<file path="config.mk">
export PLATFORM = sky130hd
export DESIGN_NAME = instr_encoder
export DESIGN_NICKNAME = d
export VERILOG_FILES = /design/src/rtl/instr_encoder.sv
export SDC_FILE = /design/constraint.sdc
export NUM_CORES = 1
export LEC_CHECK = 0
export ABC_AREA = 1
export CAP_MARGIN = 15
export CORE_ASPECT_RATIO = 1.4
export CORE_UTILIZATION = 45
export CTS_CLUSTER_SIZE = 20
export DETAILED_ROUTE_END_ITERATION = 6
export PLACE_DENSITY = 0.84
export SYNTH_ARGS = -nofsm -noshare
export SYNTH_HDL_FRONTEND = slang
export SYNTH_SLANG_ARGS = --single-unit
</file>
<file path="constraint.sdc">
create_clock -name clk_i -period 1.72 [get_ports clk_i]
set_input_delay 0.344 -clock clk_i [delete_from_list [all_inputs] [get_ports clk_i]]
set_output_delay 0.344 -clock clk_i [all_outputs]
set_load 0.05 [all_outputs]
</file>
<file path="src/rtl/instr_encoder.sv">
// Instruction encoder and loader: turns decoded instruction fields into
// 32-bit MIPS-style words and writes them into consecutive instruction-memory
// words over one load session (start .. finish).
module instr_encoder #(
    parameter int DEPTH = 256,
    parameter int AW    = 8
) (
    input  logic          clk_i,
    input  logic          rst_n_i,
    input  logic          start_i,
    input  logic          finish_i,
    input  logic          valid_i,
    output logic          ready_o,
    input  logic [2:0]    kind_i,
    input  logic [2:0]    alufunc_i,
    input  logic [4:0]    rs_i,
    input  logic [4:0]    rt_i,
    input  logic [4:0]    rd_i,
    input  logic [15:0]   imm_i,
    input  logic [25:0]   target_i,
    output logic          imem_we_o,
    output logic [AW-1:0] imem_addr_o,
    output logic [31:0]   imem_wdata_o,
    output logic [AW:0]   count_o,
    output logic          full_o,
    output logic          err_o,
    output logic          done_o
);

    typedef enum logic [1:0] {
        ST_IDLE  = 2'd0,
        ST_LOAD  = 2'd1,
        ST_FULL  = 2'd2,
        ST_ERROR = 2'd3
    } state_t;

    localparam logic [AW-1:0] LAST_ADDR = AW'(DEPTH - 1);
    localparam logic [AW-1:0] ONE_ADDR  = AW'(1);
    localparam logic [AW:0]   ONE_CNT   = (AW + 1)'(1);

    // Instruction kind codes
    localparam logic [2:0] K_RTYPE = 3'd0;
    localparam logic [2:0] K_LW    = 3'd1;
    localparam logic [2:0] K_SW    = 3'd2;
    localparam logic [2:0] K_BEQ   = 3'd3;
    localparam logic [2:0] K_ADDI  = 3'd4;
    localparam logic [2:0] K_J     = 3'd5;

    // Map an ALU-control code to its RTYPE funct field; bit 6 flags a legal code.
    function automatic logic [6:0] rtype_funct(input logic [2:0] alufunc);
        logic [6:0] res;
        case (alufunc)
            3'b010:  res = {1'b1, 6'b100000};  // add
            3'b110:  res = {1'b1, 6'b100010};  // sub
            3'b000:  res = {1'b1, 6'b100100};  // and
            3'b001:  res = {1'b1, 6'b100101};  // or
            3'b111:  res = {1'b1, 6'b101010};  // slt
            default: res = {1'b0, 6'b000000};
        endcase
        return res;
    endfunction

    // Build the encoded word; bit 32 flags a legal instruction.
    function automatic logic [32:0] encode(
        input logic [2:0]  kind,
        input logic [2:0]  alufunc,
        input logic [4:0]  rs,
        input logic [4:0]  rt,
        input logic [4:0]  rd,
        input logic [15:0] imm,
        input logic [25:0] target
    );
        logic [32:0] res;
        logic [6:0]  fn;
        fn = rtype_funct(alufunc);
        case (kind)
            K_RTYPE: res = {fn[6], 6'b000000, rs, rt, rd, 5'b00000, fn[5:0]};
            K_LW:    res = {1'b1, 6'b100011, rs, rt, imm};
            K_SW:    res = {1'b1, 6'b101011, rs, rt, imm};
            K_BEQ:   res = {1'b1, 6'b000100, rs, rt, imm};
            K_ADDI:  res = {1'b1, 6'b001000, rs, rt, imm};
            K_J:     res = {1'b1, 6'b000010, target};
            default: res = {1'b0, 32'h0000_0000};
        endcase
        return res;
    endfunction

    state_t        state_r;
    state_t        state_nx_s;
    logic [AW-1:0] addr_r;
    logic [AW:0]   count_r;
    logic          we_r;
    logic [AW-1:0] waddr_r;
    logic [31:0]   wdata_r;
    logic          err_r;
    logic          done_r;

    logic          ready_s;
    logic          xfer_s;
    logic [32:0]   enc_s;
    logic          wr_s;
    logic          bad_s;
    logic          end_s;

    // Handshake and transfer classification for the current cycle.
    always_comb begin
        ready_s = (state_r == ST_LOAD) && !start_i && !finish_i;
        xfer_s  = valid_i && ready_s;
        enc_s   = encode(kind_i, alufunc_i, rs_i, rt_i, rd_i, imm_i, target_i);
        wr_s    = xfer_s && enc_s[32];
        bad_s   = xfer_s && !enc_s[32];
        end_s   = finish_i && !start_i && (state_r != ST_IDLE);
    end

    // Next-state logic: start beats finish beats a transfer.
    always_comb begin
        state_nx_s = state_r;
        if (start_i) begin
            state_nx_s = ST_LOAD;
        end else if (end_s) begin
            state_nx_s = ST_IDLE;
        end else if (wr_s) begin
            if (addr_r == LAST_ADDR) begin
                state_nx_s = ST_FULL;
            end else begin
                state_nx_s = ST_LOAD;
            end
        end else if (bad_s) begin
            state_nx_s = ST_ERROR;
        end else begin
            state_nx_s = state_r;
        end
    end

    // State register and one-cycle strobes (write enable, session-end pulse).
    always_ff @(posedge clk_i) begin
        if (!rst_n_i) begin
            state_r <= ST_IDLE;
            we_r    <= 1'b0;
            done_r  <= 1'b0;
        end else begin
            state_r <= state_nx_s;
            we_r    <= wr_s;
            done_r  <= end_s;
        end
    end

    // Session write pointer, word count and sticky error flag.
    always_ff @(posedge clk_i) begin
        if (!rst_n_i) begin
            addr_r  <= {AW{1'b0}};
            count_r <= {(AW + 1){1'b0}};
            err_r   <= 1'b0;
        end else if (start_i) begin
            addr_r  <= {AW{1'b0}};
            count_r <= {(AW + 1){1'b0}};
            err_r   <= 1'b0;
        end else if (wr_s) begin
            addr_r  <= addr_r + ONE_ADDR;  // wraps to 0 after the last word
            count_r <= count_r + ONE_CNT;
        end else if (bad_s) begin
            err_r   <= 1'b1;
        end else begin
            addr_r  <= addr_r;
            count_r <= count_r;
        end
    end

    // Memory write port: address/data captured on a write, held otherwise.
    always_ff @(posedge clk_i) begin
        if (!rst_n_i) begin
            waddr_r <= {AW{1'b0}};
            wdata_r <= 32'h0000_0000;
        end else if (wr_s) begin
            waddr_r <= addr_r;
            wdata_r <= enc_s[31:0];
        end else begin
            waddr_r <= waddr_r;
            wdata_r <= wdata_r;
        end
    end

    assign ready_o      = ready_s;
    assign imem_we_o    = we_r;
    assign imem_addr_o  = waddr_r;
    assign imem_wdata_o = wdata_r;
    assign count_o      = count_r;
    assign full_o       = (state_r == ST_FULL);
    assign err_o        = err_r;
    assign done_o       = done_r;

endmodule

</file>
==> impl_metrics.py <==
metrics = {
    "drt": {
        "wl_per_cell_um": 13.9,
        "drtAntennaViolNets": 0,
        "first_pass_iters": 5,
        "drt-total-wl_um": 10100,
        "drc": 0,
        "via_per_inst": 5.16,
        "drt_iter0_markers": 272,
        "via_count": 3755,
    },
    "layout": {
        "num-nets-final": 700,
        "area_growth_pct": 51.5,
        "drive_gt1_frac": 0.248,
        "finalNonFillerCells": 728,
        "diodes": 0,
    },
    "grt": {
        "antenna_found_initial": 0,
        "grt_pass1_vias": 3481,
        "grt_pass1_wl_um": 15800,
        "globalRouteOverflowTotal": 0,
        "grt_max_degree": 31,
        "grt.total_usage": 0.260,
    },
    "critical_path": {
        "crit_fanout": 2,
        "crit_type": "in2out",
        "required_ns": 1.38,
        "rrSetupSlack_ns": 0.21,
        "start_kind": "input port",
        "cp-end-kind": "output pin",
        "worst_ep_arrival_time_ns": 1.33,
    },
    "synthesis": {
        "syn_area_per_cell_um2": 6.98,
        "seq_area_frac_synth": 0.360,
        "synth_nets": 550,
        "ys_types": 31,
        "synthArstFlopShare": 0,
        "syn_inst": 478,
        "synth_area_mm2": 0.00333,
        "synth_ff_type": "dfxtp_1",
        "yosys_register_bits": 60,
        "synth-edff-count": 0,
        "yosysWarnings": 0,
    },
    "power_and_ir_drop": {
        "power.density_mw_per_mm2": 682,
        "leakage_nw": 2.22,
        "ir_drop_mv": 0.398,
    },
    "floorplan": {
        "pin_count": 122,
        "dieArea_mm2": 0.00776,
        "rows": 36,
        "fp.dieH_um": 104,
        "core_area_mm2": 0.00707,
        "die_width_um": 74.8,
        "start_util": 0.472,
    },
    "sta": {
        "final.setup_skew_ns": 0.0134,
        "fin_crit_sh": 0.972,
        "slew_headroom": 0.615,
        "max_freq_ghz": 0.598,
        "fin_crit_ns": 1.67,
        "drv_slew": 0,
        "setup_tns_ns": 0,
        "layout_setup_ws_ns": 0.0488,
        "setup_viol": 0,
        "rsz0062_at_grt": "false",
        "tightestPinTransition_ns": 0.576,
        "finalHoldViolCount": 0,
    },
    "cts": {
        "cts_buffers": 9,
        "cts_setup_buffers": 0,
        "clockRootBuffer": "clkbuf_8",
        "cts_tree": "built",
        "clock_sinks": 60,
        "htreeDepth": 3,
        "clkLatencyLatePin_ns": 0.35,
        "path_clk_slew_ns": 0.07,
        "cts_hold_buf": 0,
        "cts_max_path_buffers": 2,
    },
    "placed_design": {
        "dp.cells": 709,
        "port_buffers": 120,
        "dp_hpwl_um": 7210,
        "pre_cts_ws_ns": -0.440,
        "gp_congestion": 0.861,
    },
    "hold_path": {
        "hp-class": "reg2reg",
    },
    "run": {
        "max_cap_viol_count": 0,
    },
    "status": {
        "status": "finished, final reports clean",
    },
}
## routing by layer
layer  routed length [um]  track usage  vias up  share of wire
met3                  457       0.0378       30          0.045
met1                 3870        0.291     1729           0.38
met4                  296        0.112        0          0.029
met2                 5510        0.468      140           0.54
met5                    0            0        -              0
li1                     -            -     1856              -
## flip-flops by register name (all words and copies together), names as in the netlist
name and count:
addr_r 8, err_o 1, state_r 2, imem_we_o 1, imem_addr_o 8, count_o 9
imem_wdata_o 30, done_o 1
## report_power, final
part           switching [mW]  leakage, nW  internal, mW
Combinational           0.313         1.62         0.288
Sequential            0.00901        0.485          1.40
Clock                   0.610        0.114         0.825
## cells in the mapped netlist, types with 4 or more instances
| master | n | area share |
|---|---|---|
| buf_6 | 7 | 0.024 |
| inv_1 | 34 | 0.038 |
| o21ai_0 | 28 | 0.042 |
| nand4_1 | 14 | 0.026 |
| xor2_1 | 5 | 0.013 |
| ha_1 | 4 | 0.015 |
| buf_4 | 6 | 0.014 |
| clkbuf_1 | 7 | 0.0079 |
| dfxtp_1 | 60 | 0.36 |
| a21oi_1 | 35 | 0.053 |
| nand3_2 | 10 | 0.030 |
| a21oi_2 | 10 | 0.026 |
| nand2_2 | 4 | 0.0075 |
| nand3_1 | 49 | 0.074 |
| nand2_1 | 141 | 0.16 |
| nor2_1 | 37 | 0.042 |
| buf_2 | 6 | 0.0090 |
## cells in the final DEF, fill, tap and decap left out, drive strengths merged, types with 10 or more instances in the layout
| master | count |
|---|---|
| nand2 | 149 |
| buf | 98 |
| clkdlybuf4s50 | 62 |
| dfxtp | 60 |
| nand3 | 59 |
| a21oi | 46 |
| nor2 | 40 |
| inv | 38 |
| o21ai | 28 |
| nand4 | 14 |
| clkbuf | 10 |
## metrics by stage
stage	utilization	hold WS, ns	total power [mW]	cell area (um2)
after floorplan	-	0.461	1.73	3360
after global placement	0.673	0.442	2.01	4760
after detailed placement	0.673	0.450	2.02	4760
after CTS	0.706	0.460	3.45	5000
after global routing	0.714	0.478	3.56	5050
final	0.714	0.457	3.45	5050
## path summary, 6_finish.rpt
kind,depth (start not counted),from,to
worst min register to register,2,err_o,err_o
worst max register to register,6,count_o[0],count_o[4]
worst min-delay path,2,err_o,err_o
worst max-delay path,4,start_i,ready_o
## worst max-delay path: stages
cell and delay, ns:
clkdlybuf4s50_1 0.47, nor3_4 0.23, buf_4 0.15, buf_12 0.12
## final cells by class
cell class | instances | area (um2)
Timing Repair Buffer | 166 | 1530
Inverter | 37 | 141
Tap cell | 95 | 119
Clock buffer | 9 | 124
Clock inverter | 7 | 100
Multi-Input combinational cell | 354 | 1830
Sequential cell | 60 | 1200
Fill cell | 548 | 2020
## cell families after synthesis
group                    synth area share
flip-flops                          0.360
buffers and inverters               0.107
AO/OA/AOI/OAI                       0.126
AND/OR/NAND/NOR                     0.375
XOR/XNOR                           0.0158
adder cells (fa/ha/maj)            0.0150
other                             0.00112
## repair_timing
action | CTS | global route
endpoints found under the setup margin | 47 | 51
cloned | 1 | 2
gates resized for setup | 5 | 4
pin swaps | 2 | 3
(Power assumes the default switching activity.)
